<file path="src/rtl/pipeline_stage_skid.sv">
// pipeline_stage_skid: valid/ready inter-stage register with an optional 2-entry skid buffer,
// synchronous flush to a NOP bubble and a saturating back-pressure counter.
module pipeline_stage_skid #(
    parameter int unsigned      WIDTH     = 32,
    parameter logic [WIDTH-1:0] NOP_VALUE = '0,
    parameter int               SKID      = 1,
    parameter int unsigned      CNT_W     = 16
) (
    input  logic             clk,
    input  logic             rst_n,
    input  logic             clr,
    input  logic             in_valid,
    output logic             in_ready,
    input  logic [WIDTH-1:0] in_data,
    output logic             out_valid,
    input  logic             out_ready,
    output logic [WIDTH-1:0] out_data,
    output logic [1:0]       count,
    output logic [CNT_W-1:0] bp_cnt
);

    typedef enum logic [1:0] {
        EMPTY = 2'd0,
        BUSY  = 2'd1,
        FULL  = 2'd2
    } state_t;

    state_t           state;
    state_t           state_nxt;
    logic [WIDTH-1:0] main_q;
    logic [WIDTH-1:0] main_nxt;
    logic [WIDTH-1:0] skid_q;
    logic [WIDTH-1:0] skid_nxt;
    logic             in_fire;
    logic             out_fire;
    logic             stall;

    function automatic logic [CNT_W-1:0] sat_inc(input logic [CNT_W-1:0] v);
        return (&v) ? v : v + CNT_W'(1);
    endfunction

    assign in_fire  = in_valid & in_ready;
    assign out_fire = out_valid & out_ready;
    assign stall    = out_valid & ~out_ready;

    // State register
    always_ff @(posedge clk or negedge rst_n) begin
        if (!rst_n) begin
            state <= EMPTY;
        end else begin
            state <= state_nxt;
        end
    end

    // Next-state and datapath selection; flush overrides every handshake
    always_comb begin
        state_nxt = state;
        main_nxt  = main_q;
        skid_nxt  = skid_q;
        if (!clr) begin
            state_nxt = EMPTY;
            main_nxt  = NOP_VALUE;
            skid_nxt  = NOP_VALUE;
        end else if (SKID != 0) begin
            case (state)
                EMPTY: begin
                    if (in_fire) begin
                        state_nxt = BUSY;
                        main_nxt  = in_data;
                    end
                end
                BUSY: begin
                    if (in_fire && !out_fire) begin
                        state_nxt = FULL;
                        skid_nxt  = in_data;
                    end else if (in_fire && out_fire) begin
                        main_nxt  = in_data;
                    end else if (out_fire) begin
                        state_nxt = EMPTY;
                        main_nxt  = NOP_VALUE;
                    end
                end
                FULL: begin
                    if (out_fire) begin
                        state_nxt = BUSY;
                        main_nxt  = skid_q;
                        skid_nxt  = NOP_VALUE;
                    end
                end
                default: begin
                    state_nxt = EMPTY;
                    main_nxt  = NOP_VALUE;
                    skid_nxt  = NOP_VALUE;
                end
            endcase
        end else begin
            if (in_fire) begin
                state_nxt = BUSY;
                main_nxt  = in_data;
            end else if (out_fire) begin
                state_nxt = EMPTY;
                main_nxt  = NOP_VALUE;
            end
        end
    end

    // Outputs: with the skid buffer in_ready is a pure state decode, cutting the ready path
    always_comb begin
        out_valid = (state != EMPTY);
        if (SKID != 0) begin
            in_ready = (state != FULL);
        end else begin
            in_ready = (state == EMPTY) | out_ready;
        end
        count    = state;
        out_data = main_q;
    end

    always_ff @(posedge clk or negedge rst_n) begin
        if (!rst_n) begin
            main_q <= NOP_VALUE;
            skid_q <= NOP_VALUE;
        end else begin
            main_q <= main_nxt;
            skid_q <= skid_nxt;
        end
    end

    // Back-pressure counter keeps counting across flushes; only reset clears it
    always_ff @(posedge clk or negedge rst_n) begin
        if (!rst_n) begin
            bp_cnt <= '0;
        end else if (stall) begin
            bp_cnt <= sat_inc(bp_cnt);
        end
    end

endmodule

</file>
<file path="config.mk">
export PLATFORM = sky130hd
export DESIGN_NAME = pipeline_stage_skid
export DESIGN_NICKNAME = d
export VERILOG_FILES = /design/src/rtl/pipeline_stage_skid.sv
export SDC_FILE = /design/constraint.sdc
export NUM_CORES = 1
export LEC_CHECK = 0
export CELL_PAD_IN_SITES_DETAIL_PLACEMENT = 0
export CELL_PAD_IN_SITES_GLOBAL_PLACEMENT = 2
export CORE_MARGIN = 8
export CORE_UTILIZATION = 30
export CTS_CLUSTER_DIAMETER = 120
export DETAILED_ROUTE_END_ITERATION = 8
export GPL_ROUTABILITY_DRIVEN = 0
export PLACE_DENSITY = 0.91
export SETUP_SLACK_MARGIN = 0.02
export SLEW_MARGIN = 20
export SYNTH_ARGS = -nofsm -noshare
export SYNTH_HDL_FRONTEND = slang
export SYNTH_SLANG_ARGS = --single-unit
</file>
<file path="constraint.sdc">
create_clock -name clk -period 2.2 [get_ports clk]
set_input_delay 0.44 -clock clk [delete_from_list [all_inputs] [get_ports clk]]
set_output_delay 0.44 -clock clk [all_outputs]
set_load 0.005 [all_outputs]
</file>
==> key figures <==
Outcome
  • Outcome: finished clean

Synthesis
  • Synthesized flop and latch total: 82
  • Async SR Flop Fraction: 1.00
  • Post-synthesis cell type count: 40
  • Post-synth top flop: dfrtp_1
  • Post-synth EDFFs: 0
  • Cell Area, Synth: 3650 µm²
  • Syn Nets: 409
  • Seq/Total Area, Yosys: 0.561
  • Ys Warns: 0
  • Cells after Synth: 371
  • Avg Cell Area, Syn: 9.85 µm²

Timing
  • Worst-Margin Slew: 895 ps
  • Final setup vio count: 0
  • RSZ-0062 raised after global routing: false
  • Rel. slew slack: 0.401
  • F_max: 0.484 GHz
  • Final Hold Vio Count: 0
  • Clock Skews: 6.28 ps
  • WHS: 78.3 ps
  • Final slew viol count: 0
  • Fin crit period: 2070 ps
  • Fin crit share: 0.940

GRT
  • Total GRT Usage: 0.128
  • Gr ovfl total: 0
  • Antenna violations before repair: 0
  • Number of global-route vias before repair: 3042
  • Largest net degree at the start of global routing: 40
  • First-pass GRT wire length: 16.1 mm

Critical path
  • Cell breakdown of the critical path: nor2_1 > inv_1 > clkdlybuf4s50_1
  • Req. time, crit path: 1760 ps
  • Worst Setup End Kind: output pin
  • Crit Path Category: reg2out
  • Crit path max-delay family: buffers and inverters
  • Worst Path Arrival: 1630 ps
  • Startpoint types: flip-flop
  • Crit-path max FO: 12
  • CP bufs+invs: 2
  • CP peak stage delay: 500 ps
  • Slowest-stage cell, CP: dfrtp_2

Routing
  • Via/cell ratio: 4.91
  • Final ANT Viol Nets: 0
  • Mean routed wirelength per cell: 16.0 µm
  • Via count: 2980
  • Drt drc: 0
  • Final wirelength: 9.70 mm
  • Number of DRC markers in iteration 0: 256
  • Iteration count of the initial detailed-routing pass: 5

Final layout
  • Multi-input gate area in the final layout: 1480 µm²
  • Register area: 2050 µm²
  • Fin nets: 493
  • Share of layout cells above drive strength 1: 0.0978
  • Final core utilization: 0.420
  • Commonest non-fill, non-tap cell in the layout: nand2_1
  • Area growth, synth to finish: 37.4%
  • Most frequent cells in the layout: nand2_1, clkdlybuf4s50_1, dfrtp_1
  • Number of fill cells: 1172
  • Post-Layout Inst Area: 5020 µm²
  • N_diodes: 0

Clock network
  • Max Buffers Root-to-Sink: 2
  • H-tree levels: 3
  • Num CTS Buffers: 9
  • Clk Latency, worst-skew pair: 340 ps
  • CTS sink count: 82
  • Clock tree from TritonCTS: yes
  • Clock root cell: clkbuf_16
  • Reg clk slew, reported paths: 60 ps

Floorplan
  • Core box area: 12000 µm²
  • Num ports: 89
  • Die Width: 126 µm
  • Die Y: 126 µm
  • Initial core utilization: 0.306
  • Row count: 40
  • Die area: 16000 µm²

Pwr
  • Leakage power: 2.31 nW
  • Power density cells: 753 nW/µm²
  • Pwr Total: 0.00378 W
  • Peak supply drop: 0.000561 V

Place
  • Placed cell area: 4750 µm²
  • Input/output buffers: 88
  • DP HPWL: 6.64 mm

Min path
  • Hold Path Class: in2async

Job
  • Max_cap viols: 0
==> cells in the mapped netlist, drive strengths merged (2+ instances only) <==
library cell | number | area share
nand2 | 102 | 0.10
dfrtp | 82 | 0.56
nand3 | 40 | 0.058
o21ai | 33 | 0.045
a22oi | 32 | 0.066
buf | 16 | 0.026
clkbuf | 11 | 0.012
xnor2 | 9 | 0.022
nor2 | 6 | 0.0062
nand4 | 5 | 0.010
xor2 | 5 | 0.012
a21oi | 4 | 0.0055
inv | 3 | 0.0031
nor3 | 3 | 0.0072
and3b | 2 | 0.0048
mux2 | 2 | 0.0072
mux2i | 2 | 0.0055
o21a | 2 | 0.0041
==> per-stage QoR <==
stage | setup slack [ps] | cells | TNS, ps
6_report | 133 | 607 | 0
5_1_grt | 43.8 | 607 | 0
4_1_cts | 26.3 | 607 | 0
3_5_place_dp | -114 | 591 | -2970
3_3_place_gp | -33.3 | 591 | -203
2_1_floorplan | 422 | 371 | 0
==> report_power, final <==
part	switching [W]	internal, W	leakage [nW]
Clock	0.000588	0.000784	0.138
Combinational	0.000306	0.000358	1.06
Sequential	0.000118	0.00163	1.11
Total	0.00101	0.00277	2.31
==> kinds of logic (layout without fill, tap and decap cells) <==
group,after synthesis,in the layout,share of synthesized area
and+or+nand+nor,164,164,0.210
DFF,82,82,0.561
AOI/OAI and AO/OA,76,76,0.138
buffers and inverters,30,119,0.0411
xor gates and xnor gates,14,14,0.0336
muxes,4,4,0.0127
adders and majority gates,1,1,0.00342
==> layout make-up <==
class / instances / share of cell area
sequential: 82 / 0.409
inverter: 3 / 0.00224
tap: 147 / 0.0366
multi-input combinational: 259 / 0.295
clock buffer: 10 / 0.0476
clock inverter: 6 / 0.00648
timing repair buffer: 100 / 0.203
==> final timing paths <==
kind	end	cells after the start	slack [ps]	start
hold / removal	skid_q[12]	1	80	rst_n
min in group clk	skid_q[17]	2	460	skid_q[17]
hold reg to reg	skid_q[17]	2	460	skid_q[17]
setup / recovery	out_valid	3	130	count[1]
max in group asynchronous	count[0]	2	1420	rst_n
setup reg to reg	bp_cnt[1]	5	260	bp_cnt[0]
==> state kept, by name (all words and copies together) (netlist names) <==
signal,flops
out_data,32
skid_q,32
bp_cnt,16
count,2
==> repair_timing <==
action                                  in CTS  in global routing
buffers inserted                             0                  0
pin swaps                                    0                  0
endpoints found under the setup margin       1                  2
hold buffers                                 0                  0
gates cloned                                 0                  0
gates resized for setup                      1                  1
==> routing by layer <==
layer	global-route usage	vias up	wire length (µm)	share of wire
met5	0	-	0	0
met3	0.0574	10	804	0.083
met4	0.0481	0	121	0.012
met2	0.200	89	4660	0.48
met1	0.151	1442	4110	0.42
li1	-	1439	-	-
No activity file was read; power rests on OpenSTA's default activity.
